===== src/rtl/uart_rx_sipo_if.sv =====
// Receiver-side bundle: the serial line, the frame format controls and the
// received data/status. The master drives the line and the controls; the slave
// (the receiver) returns the data and status.
interface uart_rx_sipo_if;
    logic       sample_tick;
    logic       rx_in;
    logic       data_length;
    logic [1:0] parity_type;
    logic       stop_bits;
    logic [7:0] data_out;
    logic       rx_done;
    logic       parity_error;
    logic       framing_error;
    logic       rx_active;

    modport master (
        output sample_tick, rx_in, data_length, parity_type, stop_bits,
        input  data_out, rx_done, parity_error, framing_error, rx_active
    );

    modport slave (
        input  sample_tick, rx_in, data_length, parity_type, stop_bits,
        output data_out, rx_done, parity_error, framing_error, rx_active
    );
endinterface


===== src/rtl/uart_rx_sipo.sv =====
// Oversampling serial-in/parallel-out UART receiver. Finds the start bit,
// samples every following bit at its centre, checks parity and stop bits and
// presents the byte with its status on a one-clock rx_done pulse.
module uart_rx_sipo #(
    parameter int OVERSAMPLE  = 16,
    parameter int SYNC_STAGES = 2
) (
    input  logic          clk,
    input  logic          rst,
    uart_rx_sipo_if.slave bus
);
    localparam int TW = $clog2(OVERSAMPLE);
    localparam logic [TW-1:0] TICK_HALF = TW'(OVERSAMPLE / 2 - 1);
    localparam logic [TW-1:0] TICK_LAST = TW'(OVERSAMPLE - 1);

    typedef enum logic [2:0] {
        ST_IDLE,
        ST_START,
        ST_DATA,
        ST_PARITY,
        ST_STOP1,
        ST_STOP2,
        ST_BREAK
    } state_t;

    state_t                 r_state;
    logic [SYNC_STAGES-1:0] r_sync;
    logic [TW-1:0]          r_tick;
    logic [2:0]             r_bit;
    logic [7:0]             r_shift;
    logic                   r_xor;
    logic                   r_len;
    logic [1:0]             r_ptype;
    logic                   r_stop2;
    logic                   r_perr_f;
    logic                   r_ferr_f;
    logic [7:0]             r_data_out;
    logic                   r_rx_done;
    logic                   r_perr;
    logic                   r_ferr;
    logic                   r_rx_active;

    logic w_rx_s;
    logic w_tick;
    logic w_par_en;
    logic w_sample;

    assign w_rx_s   = r_sync[SYNC_STAGES-1];
    assign w_tick   = bus.sample_tick;
    // Parity bit is present only for 01 (odd) and 10 (even).
    assign w_par_en = r_ptype[0] ^ r_ptype[1];
    // Data, parity and stop bits are sampled one full bit after the previous centre.
    assign w_sample = w_tick && (r_tick == TICK_LAST);

    // Metastability synchroniser; idles high like the line itself.
    always_ff @(posedge clk) begin
        if (rst) begin
            r_sync <= '1;
        end else begin
            r_sync <= {r_sync[SYNC_STAGES-2:0], bus.rx_in};
        end
    end

    // Frame FSM with bit/tick counters and registered data/status outputs.
    always_ff @(posedge clk) begin
        if (rst) begin
            r_state     <= ST_IDLE;
            r_tick      <= '0;
            r_bit       <= '0;
            r_shift     <= '0;
            r_xor       <= 1'b0;
            r_len       <= 1'b0;
            r_ptype     <= 2'b00;
            r_stop2     <= 1'b0;
            r_perr_f    <= 1'b0;
            r_ferr_f    <= 1'b0;
            r_data_out  <= '0;
            r_rx_done   <= 1'b0;
            r_perr      <= 1'b0;
            r_ferr      <= 1'b0;
            r_rx_active <= 1'b0;
        end else begin
            r_rx_done <= 1'b0;
            case (r_state)
                ST_IDLE: begin
                    // Format controls are captured here and frozen for the frame.
                    r_len   <= bus.data_length;
                    r_ptype <= bus.parity_type;
                    r_stop2 <= bus.stop_bits;
                    if (w_tick && !w_rx_s) begin
                        r_state     <= ST_START;
                        r_tick      <= '0;
                        r_xor       <= 1'b0;
                        r_perr_f    <= 1'b0;
                        r_ferr_f    <= 1'b0;
                        r_rx_active <= 1'b1;
                    end
                end

                ST_START: begin
                    if (w_tick) begin
                        if (r_tick == TICK_HALF) begin
                            if (w_rx_s) begin
                                // Line went back high before mid-bit: a glitch.
                                r_state     <= ST_IDLE;
                                r_rx_active <= 1'b0;
                            end else begin
                                r_state <= ST_DATA;
                                r_tick  <= '0;
                                r_bit   <= '0;
                            end
                        end else begin
                            r_tick <= r_tick + TW'(1);
                        end
                    end
                end

                ST_DATA: begin
                    if (w_sample) begin
                        r_tick  <= '0;
                        r_shift <= {w_rx_s, r_shift[7:1]};
                        r_xor   <= r_xor ^ w_rx_s;
                        if (r_bit == (r_len ? 3'd7 : 3'd6)) begin
                            r_state <= w_par_en ? ST_PARITY : ST_STOP1;
                        end else begin
                            r_bit <= r_bit + 3'd1;
                        end
                    end else if (w_tick) begin
                        r_tick <= r_tick + TW'(1);
                    end
                end

                ST_PARITY: begin
                    if (w_sample) begin
                        r_tick   <= '0;
                        // Odd: data ^ parity must be 1; even: must be 0.
                        r_perr_f <= (r_ptype == 2'b01) ? ~(r_xor ^ w_rx_s) : (r_xor ^ w_rx_s);
                        r_state  <= ST_STOP1;
                    end else if (w_tick) begin
                        r_tick <= r_tick + TW'(1);
                    end
                end

                ST_STOP1, ST_STOP2: begin
                    if (w_sample) begin
                        r_tick <= '0;
                        if (r_state == ST_STOP1 && r_stop2) begin
                            r_ferr_f <= r_ferr_f | ~w_rx_s;
                            r_state  <= ST_STOP2;
                        end else begin
                            // Final stop bit: publish the frame.
                            r_rx_done   <= 1'b1;
                            r_data_out  <= r_len ? r_shift : {1'b0, r_shift[7:1]};
                            r_perr      <= r_perr_f;
                            r_ferr      <= r_ferr_f | ~w_rx_s;
                            r_state     <= w_rx_s ? ST_IDLE : ST_BREAK;
                            r_rx_active <= ~w_rx_s;
                        end
                    end else if (w_tick) begin
                        r_tick <= r_tick + TW'(1);
                    end
                end

                ST_BREAK: begin
                    // Hold off until the line returns high so a stuck-low line
                    // cannot start a new frame.
                    if (w_tick && w_rx_s) begin
                        r_state     <= ST_IDLE;
                        r_rx_active <= 1'b0;
                    end
                end

                default: begin
                    r_state     <= ST_IDLE;
                    r_rx_active <= 1'b0;
                end
            endcase
        end
    end

    assign bus.data_out      = r_data_out;
    assign bus.rx_done       = r_rx_done;
    assign bus.parity_error  = r_perr;
    assign bus.framing_error = r_ferr;
    assign bus.rx_active     = r_rx_active;
endmodule


===== src/flat_wrapper.sv =====
// flat-port wrapper written by rule: the top's interface ports become plain ports
module uart_rx_sipo_flat 
#(
    parameter int OVERSAMPLE  = 16,
    parameter int SYNC_STAGES = 2
)
  (clk, rst, bus_sample_tick, bus_rx_in, bus_data_length, bus_parity_type, bus_stop_bits, bus_data_out, bus_rx_done, bus_parity_error, bus_framing_error, bus_rx_active);
  uart_rx_sipo_if bus_i ();
  input  logic clk;
  input  logic rst;
  input wire logic [$bits(bus_i.sample_tick)-1:0] bus_sample_tick;
  input wire logic [$bits(bus_i.rx_in)-1:0] bus_rx_in;
  input wire logic [$bits(bus_i.data_length)-1:0] bus_data_length;
  input wire logic [$bits(bus_i.parity_type)-1:0] bus_parity_type;
  input wire logic [$bits(bus_i.stop_bits)-1:0] bus_stop_bits;
  output wire logic [$bits(bus_i.data_out)-1:0] bus_data_out;
  output wire logic [$bits(bus_i.rx_done)-1:0] bus_rx_done;
  output wire logic [$bits(bus_i.parity_error)-1:0] bus_parity_error;
  output wire logic [$bits(bus_i.framing_error)-1:0] bus_framing_error;
  output wire logic [$bits(bus_i.rx_active)-1:0] bus_rx_active;
  assign bus_i.sample_tick = bus_sample_tick;
  assign bus_i.rx_in = bus_rx_in;
  assign bus_i.data_length = bus_data_length;
  assign bus_i.parity_type = bus_parity_type;
  assign bus_i.stop_bits = bus_stop_bits;
  assign bus_data_out = bus_i.data_out;
  assign bus_rx_done = bus_i.rx_done;
  assign bus_parity_error = bus_i.parity_error;
  assign bus_framing_error = bus_i.framing_error;
  assign bus_rx_active = bus_i.rx_active;
  uart_rx_sipo #(.OVERSAMPLE(OVERSAMPLE), .SYNC_STAGES(SYNC_STAGES)) u_core (.clk(clk), .rst(rst), .bus(bus_i));
endmodule

===== config.mk =====
export PLATFORM = sky130hd
export DESIGN_NAME = uart_rx_sipo_flat
export DESIGN_NICKNAME = d
export VERILOG_FILES = /design/src/rtl/uart_rx_sipo_if.sv /design/src/rtl/uart_rx_sipo.sv /design/src/flat_wrapper.sv
export SDC_FILE = /design/constraint.sdc
export NUM_CORES = 1
export LEC_CHECK = 0
export BUFFER_PORTS_ARGS = -buffer_cell sky130_fd_sc_hd__buf_2
export CAP_MARGIN = 10
export CORE_ASPECT_RATIO = 0.9
export CORE_UTILIZATION = 52
export DETAILED_ROUTE_END_ITERATION = 16
export GPL_ROUTABILITY_DRIVEN = 0
export GPL_TIMING_DRIVEN = 0
export PLACE_DENSITY = 0.77
export SLEW_MARGIN = 40
export SYNTH_ARGS = -nofsm -noshare
export SYNTH_HDL_FRONTEND = slang
export SYNTH_SLANG_ARGS = --single-unit
export TNS_END_PERCENT = 10

===== constraint.sdc =====
create_clock -name clk -period 1.9 [get_ports clk]
set_clock_uncertainty 0.2 [all_clocks]
set_input_delay 0 -clock clk [delete_from_list [all_inputs] [get_ports clk]]
set_output_delay 0 -clock clk [all_outputs]
set_load 0.02 [all_outputs]

After elaboration in Yosys (flattened, before gate mapping) --
Cells that the tools add are included.
Word-level totals: flip-flop bits (word level) 39, output and inout port bits 12, logic and storage cells 122, input bits 8
Cells by class: equal/unequal tests 25, muxes and demuxes 46, bitwise logic cells 9, $add $sub $neg 2, reduce and logical (&&, ||, !) cells 24
Operators with widths (number):
- 3-bit two-way mux | 16
- 4-bit two-way mux | 6
- 2-bit by 1-bit != test with 1-bit output (second input constant) | 9
- 3-bit case mux with 6 select lines | 1
- 8-bit AND reduction | 2
- 1-bit two-way mux | 15
- 4-bit case mux with 3 select lines | 1
- 3-bit equality test (second input constant) | 3
- 3-bit AND reduction | 3
- 8-bit two-way mux | 1
- 2-bit != test (second input constant) | 4
- 2-bit nonzero test | 4
- 3-bit by 2-bit equality test with 1-bit output (second input constant) | 2
- 1-bit inverter | 6
- 1-bit case mux with 2 select lines | 3
- 3-bit case mux with 2 select lines | 1
- 6-bit AND reduction | 1
- 1-bit case mux with 5 select lines | 1
- 5-bit AND reduction | 1
- 4-bit by 1-bit adder with 4-bit output (second input constant) | 1
- 4-bit by 3-bit equality test with 1-bit output (second input constant) | 1
- 4-bit equality test (second input constant) | 1
- 1-bit logical AND | 4
- 4-bit AND reduction | 1
- 16 further kinds | 18

Logic depth before layout (Yosys ltp) --
Gate-level depths: netlist of run 1.
depth in word-level cells 5, depth in mapped cells 7, depth with buffers taken out 7

Least setup slack after synthesis of run 1 --
No wires, ideal clock.
path kind register to register, start point register u_core.r_tick[0], end point register u_core.r_bit[0], setup time 0.128 ns, data arrival time 1.672 ns, cell stages (with the launch flop) 8, path slack -0.099 ns, path buffers 1, period minus slack after synthesis 1.999 ns, required time 1.572 ns, cells stage by stage dfxtp_1 > ha_1 > nand4_4 > or3_4 > buf_6 > o221ai_1 > o31a_1 > nor2_1
On the way: word-level cells in the longest chain between the ends 4, elaborated cells on any way between the ends 6, classes of those cells eq/ne (4); reduce/logical (2)
RTL lines:
- start, declared | RTL line uart_rx_sipo.sv:28 | logic [TW-1:0] r_tick;
- start signal, assigned | RTL line uart_rx_sipo.sv:113 | r_tick <= r_tick + TW'(1);
- start signal, assigned | RTL line uart_rx_sipo.sv:129 | r_tick <= r_tick + TW'(1);
- start signal, assigned | RTL line uart_rx_sipo.sv:140 | r_tick <= r_tick + TW'(1);
- 4-bit equality test | RTL line uart_rx_sipo.sv:53 | assign w_sample = w_tick && (r_tick == TICK_LAST);
- 1-bit logical AND | RTL line uart_rx_sipo.sv:53
- 2-bit by 1-bit != test with 1-bit output (no line)
- 6-bit AND reduction (no line) (*)
- end signal, assigned | RTL line uart_rx_sipo.sv:126 | r_bit <= r_bit + 3'd1;
- end, declared | RTL line uart_rx_sipo.sv:29 | logic [2:0] r_bit;
Every way passes the cells marked *; elsewhere a longest branch is shown, timed or not. A chain may end at the register's enable or synchronous reset.

Worst setup path in the final report of run 1 --
Ends and elaborated chain as after synthesis.

==> impl_metrics.json, run 1 <==
{
  "drt-total-wl_um": 4796,
  "peakVddDrop_mv": 0.6153,
  "failed_checks": "negative setup slack",
  "clk_latency_ns": 0.29,
  "r2r.worst_path.cells": 7,
  "clock-sinks": 39,
  "grt_setup_unrepaired": "true",
  "maxCapViolCount": 0,
  "grt_pass1_wl_um": 7465,
  "antenna_found_initial": 0,
  "h-tree-depth": 2,
  "holdWs_ns": 0.06822,
  "synth_top_area_share_pct": 39.92,
  "drt-vias-per-instance": 5.792,
  "whs_endpoint": "u_core.r_shift[0]$_SDFFE_PP0P_",
  "die_w_um": 66.64,
  "syn-instance-count": 233,
  "startpoint_type": "flop",
  "power_density_mw_per_mm2": 740.2,
  "async_reset_ff_share_pct": 0,
  "synthTopCellsByCount": "39 x dfxtp_1, 29 x nor2_1, 28 x nand2_1, 25 x a21oi_1, 13 x mux2i_1",
  "leakagePower_nw": 0.9385,
  "io_pins": 20,
  "initial_core_util_pct": 56.22,
  "slew_headroom_pct": 64.89,
  "final_antenna_net_count": 0,
  "r2r-start": "u_core.r_tick[0]$_SDFFE_PP0P_",
  "synth_edf_count": 0,
  "tightest_slew_ns": 0.5267,
  "cts.clk_slew.worst_paths_ns": 0.08,
  "root_buffer": "clkbuf_8",
  "final-hold-violation-count": 0,
  "clockBufferDepth": 2,
  "syn_area_mm2": 0.001956,
  "drv_slew": 0,
  "yosys-top-cells-area": "dfxtp_1 40%, mux2i_1 6.7%, a21oi_1 6.4%",
  "die_h_um": 60.18,
  "core_mm2": 0.003478,
  "setup_ws_ns": -0.06118,
  "drt_first_pass_iters": 4,
  "crit_buf_inv": 1,
  "synth_xor_area_share_pct": 1.344,
  "worst-path-max-fanout": 6,
  "synth_compound_area_share_pct": 18.75,
  "final_cells": 317,
  "synth_seq_cells": 39,
  "cts-buffers-inserted": 5,
  "cts_tree": "done",
  "fin_nets": 283,
  "worstReg2RegEnd": "u_core.r_bit[0]$_SDFFE_PP0P_",
  "vias": 1836,
  "gr-total-overflow": 0,
  "ys_seq_area_share_pct": 39.92,
  "portBuffers": 18,
  "setup_violations": 5,
  "hp-start": "bus_sample_tick",
  "cp_slowest_cell": "or3_4",
  "dieArea_mm2": 0.004010,
  "outcome": "complete, but fails checks",
  "fill_cells": 285,
  "syn_to_final_growth_pct": 27.13,
  "crit_chain": "ha_4 -> nand4_4 -> or3_4 -> buf_8 -> o221ai_4 -> o31a_1 -> nor2_1",
  "placed_cell_area_mm2": 0.002116,
  "min_delay_path_depth": 5,
  "avgRoutedWirePerCell_um": 15.13,
  "drt_iter0_markers": 143,
  "hp-class": "input port to flop",
  "synth_mux_area_share_pct": 7.230,
  "yosysTopAreaCell": "dfxtp_1",
  "fmax_mhz": 509.9,
  "yosys_warnings": 0,
  "crit_required_ns": 1.87,
  "worst_setup_path_end_kind": "flop",
  "slowest_delay_ns": 0.43,
  "crit_path_start": "u_core.r_tick[0]$_SDFFE_PP0P_",
  "drive_above_1_share_pct": 26.01,
  "placed_cells": 295,
  "crit_arrival_ns": 1.93,
  "place_ws_ns": -0.1947,
  "synth_fa_ha_area_share_pct": 1.919,
  "synth.distinct_cells": 52,
  "hpwl_um": 2930,
  "synth_nets": 244,
  "synth_ff_type": "dfxtp_1",
  "row_count": 20,
  "r2r_slack_ns": -0.06,
  "synthSimpleGateAreaFrac_pct": 26.04,
  "period_needed_ns": 1.961,
  "critical_path.top_delay_family": "simple AND/OR/NAND/NOR gates",
  "grt_usage_pct": 25.31,
  "period_share_pct": 103.2,
  "grt_start_max_net_pins": 13,
  "final_area_mm2": 0.002486,
  "grt_pass1_vias": 1564,
  "diodes": 0,
  "critPathKind": "flop to flop",
  "synthMostInstantiatedCell": "dfxtp_1",
  "synth_top_family_by_area": "simple AND/OR/NAND/NOR gates",
  "drc_errors": 0,
  "synth.avg_cell_area_um2": 8.393
}
## cell families (layout without fill, tap and decap cells)
group / Yosys count / in the layout
simple gates: 98 / 98
fa+ha+maj: 3 / 3
xor+xnor: 3 / 3
compound gates: 57 / 57
mux: 14 / 14
buf+inv: 19 / 59
flops: 39 / 39
## routing by layer
metal | vias to the layer above | share of wire, % | global-route usage [%]
met5 | - | 0 | 0
met4 | 0 | 2.1 | 9.726
met3 | 11 | 6.8 | 5.916
met2 | 81 | 44 | 36.94
met1 | 839 | 47 | 35.86
li1 | 905 | - | -
## report_power, final
| part | internal (mW) | switching (mW) |
|---|---|---|
| clock network | 0.525 | 0.293 |
| registers | 0.828 | 0.00754 |
| logic | 0.0764 | 0.110 |
| total | 1.43 | 0.411 |
## tightest hold or removal path: stages
cell     delay, ns
buf_2         0.17
nand4_4       0.15
nor3_4        0.08
nand2_1       0.07
a21oi_1       0.05
## flip-flops by register name (all words and copies together), names as in the netlist
signal / cells
u_core.bus.data_out: 8
u_core.r_shift: 8
u_core.r_tick: 4
u_core.r_bit: 3
u_core.r_state: 3
u_core.r_ptype: 2
u_core.r_sync: 2
u_core.bus.framing_error: 1
u_core.bus.parity_error: 1
u_core.bus.rx_active: 1
u_core.bus.rx_done: 1
u_core.r_ferr_f: 1
u_core.r_len: 1
u_core.r_perr_f: 1
u_core.r_stop2: 1
u_core.r_xor: 1
## final cells by class
class,instances,area [um2],area share (%)
Clock inverter,2,60.06,2.416
Sequential cell,39,788.3,31.71
Inverter,4,15.01,0.6039
Multi-Input combinational cell,175,1184,47.61
Clock buffer,6,72.57,2.919
Tap cell,44,55.05,2.214
Timing Repair Buffer,32,210.2,8.455
Buffer,15,101.3,4.076
## repair_timing
action / 4_1_cts / 5_1_grt
setup endpoints to repair: 14 / 14
buffers inserted: 1 / 7
hold endpoints to repair: 7 / 0
pin swaps: 4 / 6
resized for setup: 11 / 15
hold buffers: 6 / 0
## worst max path at each step
| stage | end | depth (start not counted) |
|---|---|---|
| after floorplan | u_core.r_bit[0]$_SDFFE_PP0P_ | 7 |
| after global placement | u_core.bus.rx_active$_SDFFE_PP0P_ | 6 |
| after detailed placement | u_core.bus.rx_active$_SDFFE_PP0P_ | 6 |
| after CTS | u_core.r_bit[0]$_SDFFE_PP0P_ | 7 |
| after global routing | u_core.r_bit[0]$_SDFFE_PP0P_ | 7 |
| final | u_core.r_bit[0]$_SDFFE_PP0P_ | 7 |
## cells in the final DEF (no fill, tap or decap), drive strengths merged, types with 2 or more instances in the layout
cell and count:
inv 4, a2111oi 2, buf 33, nand4 2, a311oi 2, o22ai 2
xnor2 2, mux2i 13, or3 2, a211oi 9, nor2 30, nand2 28
dlygate4sd3 6, ha 3, dfxtp 39, o21ai 7, or2 3, nor2b 4
clkbuf 14, bufinv 2, nor3 8, nand3 8, o31ai 2, nand2b 5
a21oi 25
## through the flow
step                setup TNS (ns)  util, %  power, mW
global placement           -0.5609    60.83      1.004
CTS                              0    68.06      1.831
floorplan                        0        -     0.9689
finish                     -0.1097    71.47      1.840
global route               -0.6691    71.47      1.903
detailed placement         -0.5733    60.83      1.007
No activity file was read; power rests on OpenSTA's default activity.
==> inputs of run 2 (changes only) <==
--- a/config.mk
+++ b/config.mk
@@ -5,6 +5,7 @@
 export SDC_FILE = /design/constraint.sdc
 export NUM_CORES = 1
 export LEC_CHECK = 0
+export ABC_AREA = 1
 export BUFFER_PORTS_ARGS = -buffer_cell sky130_fd_sc_hd__buf_2
 export CAP_MARGIN = 10
 export CORE_ASPECT_RATIO = 0.9
@@ -12,9 +13,8 @@
 export DETAILED_ROUTE_END_ITERATION = 16
 export GPL_ROUTABILITY_DRIVEN = 0
 export GPL_TIMING_DRIVEN = 0
-export PLACE_DENSITY = 0.77
+export PLACE_DENSITY_LB_ADDON = 0.08
 export SLEW_MARGIN = 40
 export SYNTH_ARGS = -nofsm -noshare
 export SYNTH_HDL_FRONTEND = slang
 export SYNTH_SLANG_ARGS = --single-unit
-export TNS_END_PERCENT = 10
==> run 2 against run 1 <==
  * The flow now finishes without violations
  * Via count up 5.2%
  * Area after synthesis rose by 2.6%
  * First-iteration DRC count is 27% lower
  * Critical endpoint is now u_core.bus.data_out[0]$_SDFFE_PP0P_
==> impl_metrics.json, run 2 <==
{
  "cts_tree": "done",
  "row_count": 21,
  "post_cts_buffers": 0,
  "diodes": 0,
  "core_mm2": 0.003705,
  "period_needed_ns": 1.766,
  "final-hold-violation-count": 0,
  "worstReg2RegEnd": "u_core.bus.data_out[0]$_SDFFE_PP0P_",
  "dieArea_mm2": 0.004110,
  "initial_core_util_pct": 54.14,
  "avgRoutedWirePerCell_um": 11.82,
  "async_reset_ff_share_pct": 0,
  "synth_seq_cells": 39,
  "worst_setup_path_end_kind": "flop",
  "power_density_mw_per_mm2": 1237,
  "crit_arrival_ns": 1.76,
  "drt_first_pass_iters": 4,
  "clockBufferDepth": 2,
  "cts.clk_slew.worst_paths_ns": 0.07,
  "synth.avg_cell_area_um2": 6.686,
  "placed_cell_area_mm2": 0.002158,
  "vias": 1932,
  "setup_violations": 0,
  "final_cell_mix": "65 x nand2_1, 57 x nor2_1, 39 x dfxtp_1, 30 x o21ai_0, 23 x inv_1",
  "hp-class": "flop to flop",
  "yosysTopAreaCell": "dfxtp_1",
  "clk_latency_ns": 0.29,
  "slew_headroom_pct": 64.68,
  "die_w_um": 67.47,
  "drive_above_1_share_pct": 17.31,
  "critPathKind": "flop to flop",
  "period_share_pct": 92.94,
  "fill_cells": 349,
  "hpwl_um": 3229,
  "startpoint_type": "flop",
  "hp-start": "u_core.r_sync[0]$_SDFF_PP1_",
  "gr-total-overflow": 0,
  "leakagePower_nw": 1.127,
  "portBuffers": 19,
  "h-tree-depth": 2,
  "synth.distinct_cells": 30,
  "synth_ff_type": "dfxtp_1",
  "peakVddDrop_mv": 0.8345,
  "drc_errors": 0,
  "worst-path-max-fanout": 10,
  "multi_input_area_mm2": 0.001101,
  "fmax_mhz": 566.3,
  "drt_iter0_markers": 105,
  "tightest_slew_ns": 0.5298,
  "crit_path_start": "u_core.r_tick[0]$_SDFFE_PP0P_",
  "synthMostInstantiatedCell": "nand2_1",
  "yosys-top-cells-area": "dfxtp_1 39%, nand2_1 12%, nor2_1 11%",
  "crit_required_ns": 1.89,
  "final_common_cell": "nand2_1",
  "grt_pass1_wl_um": 7279,
  "synth_nets": 311,
  "grt_pass1_vias": 1642,
  "power.total_mw": 2.957,
  "register_area_um2": 780.7,
  "syn-instance-count": 300,
  "r2r_slack_ns": 0.13,
  "outcome": "finished, final reports clean",
  "grt_usage_pct": 24.05,
  "io_pins": 20,
  "grt_start_max_net_pins": 13,
  "antenna_found_initial": 0,
  "synth_top_area_share_pct": 38.93,
  "fin_nets": 345,
  "drt-total-wl_um": 4505,
  "cts-buffers-inserted": 5,
  "final_area_mm2": 0.002390,
  "drt-vias-per-instance": 5.071,
  "r2r-start": "u_core.r_tick[0]$_SDFFE_PP0P_",
  "yosys_warnings": 0,
  "maxCapViolCount": 0,
  "min_delay_path_depth": 1,
  "syn_area_mm2": 0.002006,
  "root_buffer": "clkbuf_8",
  "ys_seq_area_share_pct": 38.93,
  "syn_to_final_growth_pct": 19.15,
  "whs_endpoint": "u_core.r_sync[1]$_SDFF_PP1_",
  "synthTopCellsByCount": "65 x nand2_1, 57 x nor2_1, 39 x dfxtp_1, 30 x o21ai_0, 23 x inv_1",
  "final_core_util_pct": 64.51,
  "synth_edf_count": 0,
  "clock-sinks": 39,
  "drv_slew": 0,
  "die_h_um": 60.92,
  "r2r.worst_path.cells": 8,
  "final_antenna_net_count": 0
}
-- run 2: changes by cell type after synthesis, sizes merged, moves of 7 or more --
cell / previous run / this run
nand2: 28 / 74
mux2i: 13 / 0
nor2: 30 / 62
a211oi: 9 / 1
nor3: 8 / 1
a21oi: 25 / 17
nand3: 8 / 20
inv: 4 / 30
o21ai: 7 / 32
-- run 2: final cells by class --
type | instances | area share (%)
Inverter | 30 | 4.817
Timing Repair Buffer | 27 | 7.330
Clock inverter | 2 | 2.513
Sequential cell | 39 | 32.67
Buffer | 5 | 1.152
Multi-Input combinational cell | 226 | 46.07
Tap cell | 46 | 2.408
Clock buffer | 6 | 3.037
-- run 2: power by group --
group          leakage [nW]  internal (mW)  switching (mW)  total (mW)
clock network        0.0654          0.525           0.296       0.821
logic                 0.744          0.383           0.691        1.07
registers             0.318          0.947           0.115        1.06
total                  1.13           1.85            1.10        2.96
-- run 2: timing repair --
item | in CTS | in global routing
resized for setup | 1 | 3
endpoints found under the setup margin | 1 | 11
hold buffers | 8 | 0
endpoints found under the hold margin | 14 | 0
pin swaps | 0 | 0
-- run 2: worst max-delay path, cell delays in order, from the launching register on --
cell and delay [ns]:
dfxtp_1 0.36, ha_2 0.23, nand2_1 0.11, nor2_4 0.20
nand3_4 0.15, inv_2 0.09, buf_6 0.13, nand3_1 0.07
o211a_1 0.11
-- run 2: routing by layer --
layer	global-route usage (%)	share of wire (%)
met5	0	0
met4	7.295	1.3
met3	4.511	4.1
met1	32.39	51
met2	38.90	43
-- run 2: per-stage QoR --
stage / TNS [ns] / hold WS (ns) / worst slack, ns / cells
2_1_floorplan: 0 / -0.1215 / 0.2684 / 300
6_report: 0 / 0.2135 / 0.1341 / 381
3_5_place_dp: 0 / -0.01469 / 0.002601 / 365
3_3_place_gp: 0 / -0.01746 / 0.003658 / 365
5_1_grt: -0.005598 / 0.2297 / -0.005598 / 381
4_1_cts: 0 / 0.2175 / 0.05117 / 381
-- run 2: worst max path at each step --
stage                                                      to  depth (start not counted)
after floorplan           u_core.bus.data_out[0]$_SDFFE_PP0P_                          8
after global placement    u_core.bus.data_out[0]$_SDFFE_PP0P_                          8
after detailed placement  u_core.bus.data_out[0]$_SDFFE_PP0P_                          8
after CTS                 u_core.bus.data_out[0]$_SDFFE_PP0P_                          8
after global routing      u_core.bus.data_out[0]$_SDFFE_PP0P_                          8
final                     u_core.bus.data_out[0]$_SDFFE_PP0P_                          8
-- run 2: cells by family (layout without fill, tap and decap cells) --
logic type               after synthesis  after routing  share of synthesized area [%]
adder cells (fa/ha/maj)                3              3                          1.872
buffers and inverters                 35             70                          7.111
XOR/XNOR                               2              2                         0.8735
AO/OA/AOI/OAI                         53             53                          13.79
flip-flops                            39             39                          38.93
AND/OR/NAND/NOR                      168            168                          37.43
==> inputs of run 3 (changes only) <==
--- a/config.mk
+++ b/config.mk
@@ -9,6 +9,7 @@
 export BUFFER_PORTS_ARGS = -buffer_cell sky130_fd_sc_hd__buf_2
 export CAP_MARGIN = 10
 export CORE_ASPECT_RATIO = 0.9
+export CORE_MARGIN = 2
 export CORE_UTILIZATION = 52
 export DETAILED_ROUTE_END_ITERATION = 16
 export GPL_ROUTABILITY_DRIVEN = 0
==> run 3 against run 2 <==
  * Fmax up 1.3%
  * Routed wire length decreased by 0.40%
  * First-iteration DRC count rose by 1.9%
  * Worst setup slack better by 0.023 ns
  * Flip-flop and latch count is the same
  * Die area rose by 6.3%
  * Sequential share of layout area rose by 0.19 points
  * Critical path type unchanged
  * Largest cell class unchanged
==> impl_metrics.json, run 3 (synthesis gave the netlist of run 2 again) <==
{
  "final_antenna_net_count": 0,
  "outcome": "finished, final reports clean",
  "final_common_cell": "nand2_1",
  "cts-buffers-inserted": 5,
  "cpMostUsedCell": "nand2_1",
  "use_met2_pct": 34.74,
  "critPathKind": "flop to flop",
  "grt_pass1_wl_um": 7962,
  "slew_headroom_pct": 64.63,
  "row_count": 21,
  "switching_share_pct": 38.56,
  "busiest_layer": "met2",
  "grt_start_max_net_pins": 13,
  "cp_slowest_cell": "dfxtp_1",
  "hpwl_um": 3273,
  "io_pins": 20,
  "setup_violations": 0,
  "antenna_found_initial": 0,
  "pwr-share-clk_pct": 25.1,
  "drt-vias-per-instance": 5.081,
  "drive_above_1_share_pct": 17.91,
  "syn_to_final_growth_pct": 18.84,
  "die_w_um": 69.47,
  "drt-total-wl_um": 4487,
  "clock-sinks": 39,
  "avgRoutedWirePerCell_um": 11.78,
  "final_area_mm2": 0.002384,
  "grt_pass1_vias": 1724,
  "worst-path-max-fanout": 10,
  "cts.clk_slew.worst_paths_ns": 0.07,
  "period_share_pct": 91.76,
  "fmax_mhz": 573.6,
  "drv_slew": 0,
  "diodes": 0,
  "slowest_delay_ns": 0.31,
  "drt_iter0_markers": 107,
  "fill_cells": 346,
  "clk_latency_ns": 0.30,
  "peakVddDrop_mv": 0.8069,
  "power.internal_mw": 1.763,
  "crit_required_ns": 1.89,
  "dieArea_mm2": 0.004371,
  "sequentialPowerShare_pct": 37.5,
  "h-tree-depth": 2,
  "placed_cell_area_mm2": 0.002158,
  "final_cell_mix": "65 x nand2_1, 57 x nor2_1, 37 x dfxtp_1, 30 x o21ai_0, 23 x inv_1",
  "period_needed_ns": 1.743,
  "initial_core_util_pct": 54.14,
  "clockBufferDepth": 2,
  "startpoint_type": "flop",
  "crit_buf_inv": 2,
  "grt_setup_unrepaired": "false",
  "fin_nets": 345,
  "leakagePower_nw": 1.122,
  "hp-class": "flop to flop",
  "drc_errors": 0,
  "die_h_um": 62.92,
  "drt_first_pass_iters": 4,
  "crit_arrival_ns": 1.73,
  "holdWs_ns": 0.2248,
  "core_mm2": 0.003705,
  "grt_use_met3_pct": 5.484,
  "worst_setup_path_end_kind": "flop",
  "crit_chain": "buf_2 -> inv_1 -> nand2_1 -> nand3_1 -> nand2_1 -> nand2_1 -> nor2_4 -> nand3_1 -> nand2_1 -> nor2_1",
  "critical_path.top_delay_family": "simple AND/OR/NAND/NOR gates",
  "portBuffers": 19,
  "final-hold-violation-count": 0,
  "post_cts_buffers": 0,
  "tightest_slew_ns": 0.5305,
  "grt_use_met1_pct": 31.13,
  "p_switching_mw": 1.106,
  "maxCapViolCount": 0,
  "grt_usage_pct": 22.89,
  "p_comb_share_pct": 37.4,
  "power_density_mw_per_mm2": 1204,
  "vias": 1936,
  "gr-total-overflow": 0,
  "root_buffer": "clkbuf_8",
  "cts_tree": "done"
}
==> run 3: power by group through the flow <==
stage	registers [mW]	logic (mW)	clock network, mW
3_3_place_gp	1.08	1.04	0
5_1_grt	1.09	1.26	0.775
6_report	1.07	1.07	0.721
3_5_place_dp	1.08	1.05	0
2_1_floorplan	1.06	0.850	0
4_1_cts	1.06	1.06	0.735
==> run 3: final cells by class <==
cell class	count	area, um2	share of cell area [%]
tap	46	57.56	2.415
buffer	5	27.53	1.155
sequential	39	783.3	32.86
clock inverter	2	35.03	1.470
inverter	30	115.1	4.829
clock buffer	6	82.58	3.465
timing repair buffer	27	175.2	7.349
multi-input combinational	226	1107	46.46
==> run 3: what timing repair did <==
action                                 in CTS  in global routing
endpoints found under the hold margin      14                  0
gates resized for setup                     0                  6
hold buffers                                8                  0
setup endpoints to repair                   0                 16
==> run 3: stage by stage <==
step / setup TNS [ns] / util (%) / power [mW] / setup slack, ns / instances
after floorplan: 0 / - / 1.911 / 0.2684 / 300
after global placement: -0.0005237 / 58.26 / 2.113 / -0.0005237 / 365
after detailed placement: 0 / 58.26 / 2.132 / 0.02653 / 365
after CTS: 0 / 63.59 / 2.863 / 0.01306 / 381
after global routing: 0 / 64.34 / 3.125 / 0.006703 / 381
final: 0 / 64.34 / 2.869 / 0.1566 / 381
==> run 3: final timing paths <==
path,startpoint,slack (ns),to,depth (start not counted)
min,u_core.r_sync[0]$_SDFF_PP1_,0.22,u_core.r_sync[1]$_SDFF_PP1_,1
min reg2reg,u_core.r_sync[0]$_SDFF_PP1_,0.22,u_core.r_sync[1]$_SDFF_PP1_,1
max,u_core.r_len$_SDFFE_PP0N_,0.16,u_core.r_state[2]$_SDFFE_PP0P_,10
max reg2reg,u_core.r_len$_SDFFE_PP0N_,0.16,u_core.r_state[2]$_SDFFE_PP0P_,10
==> run 3: per-layer routing <==
metal	routed length, um	vias to the layer above	share of wire [%]
li1	-	1044	-
met1	2306	838	51
met4	70	0	1.6
met3	226	6	5.0
met2	1883	48	42
met5	0	-	0
==> run 3: worst register-to-register path, stage by stage, from the launching register on <==
cell and delay, ns:
dfxtp_1 0.31, buf_2 0.19, inv_1 0.18, nand2_1 0.09
nand3_1 0.14, nand2_1 0.10, nand2_1 0.08, nor2_4 0.15
nand3_1 0.08, nand2_1 0.06, nor2_1 0.05
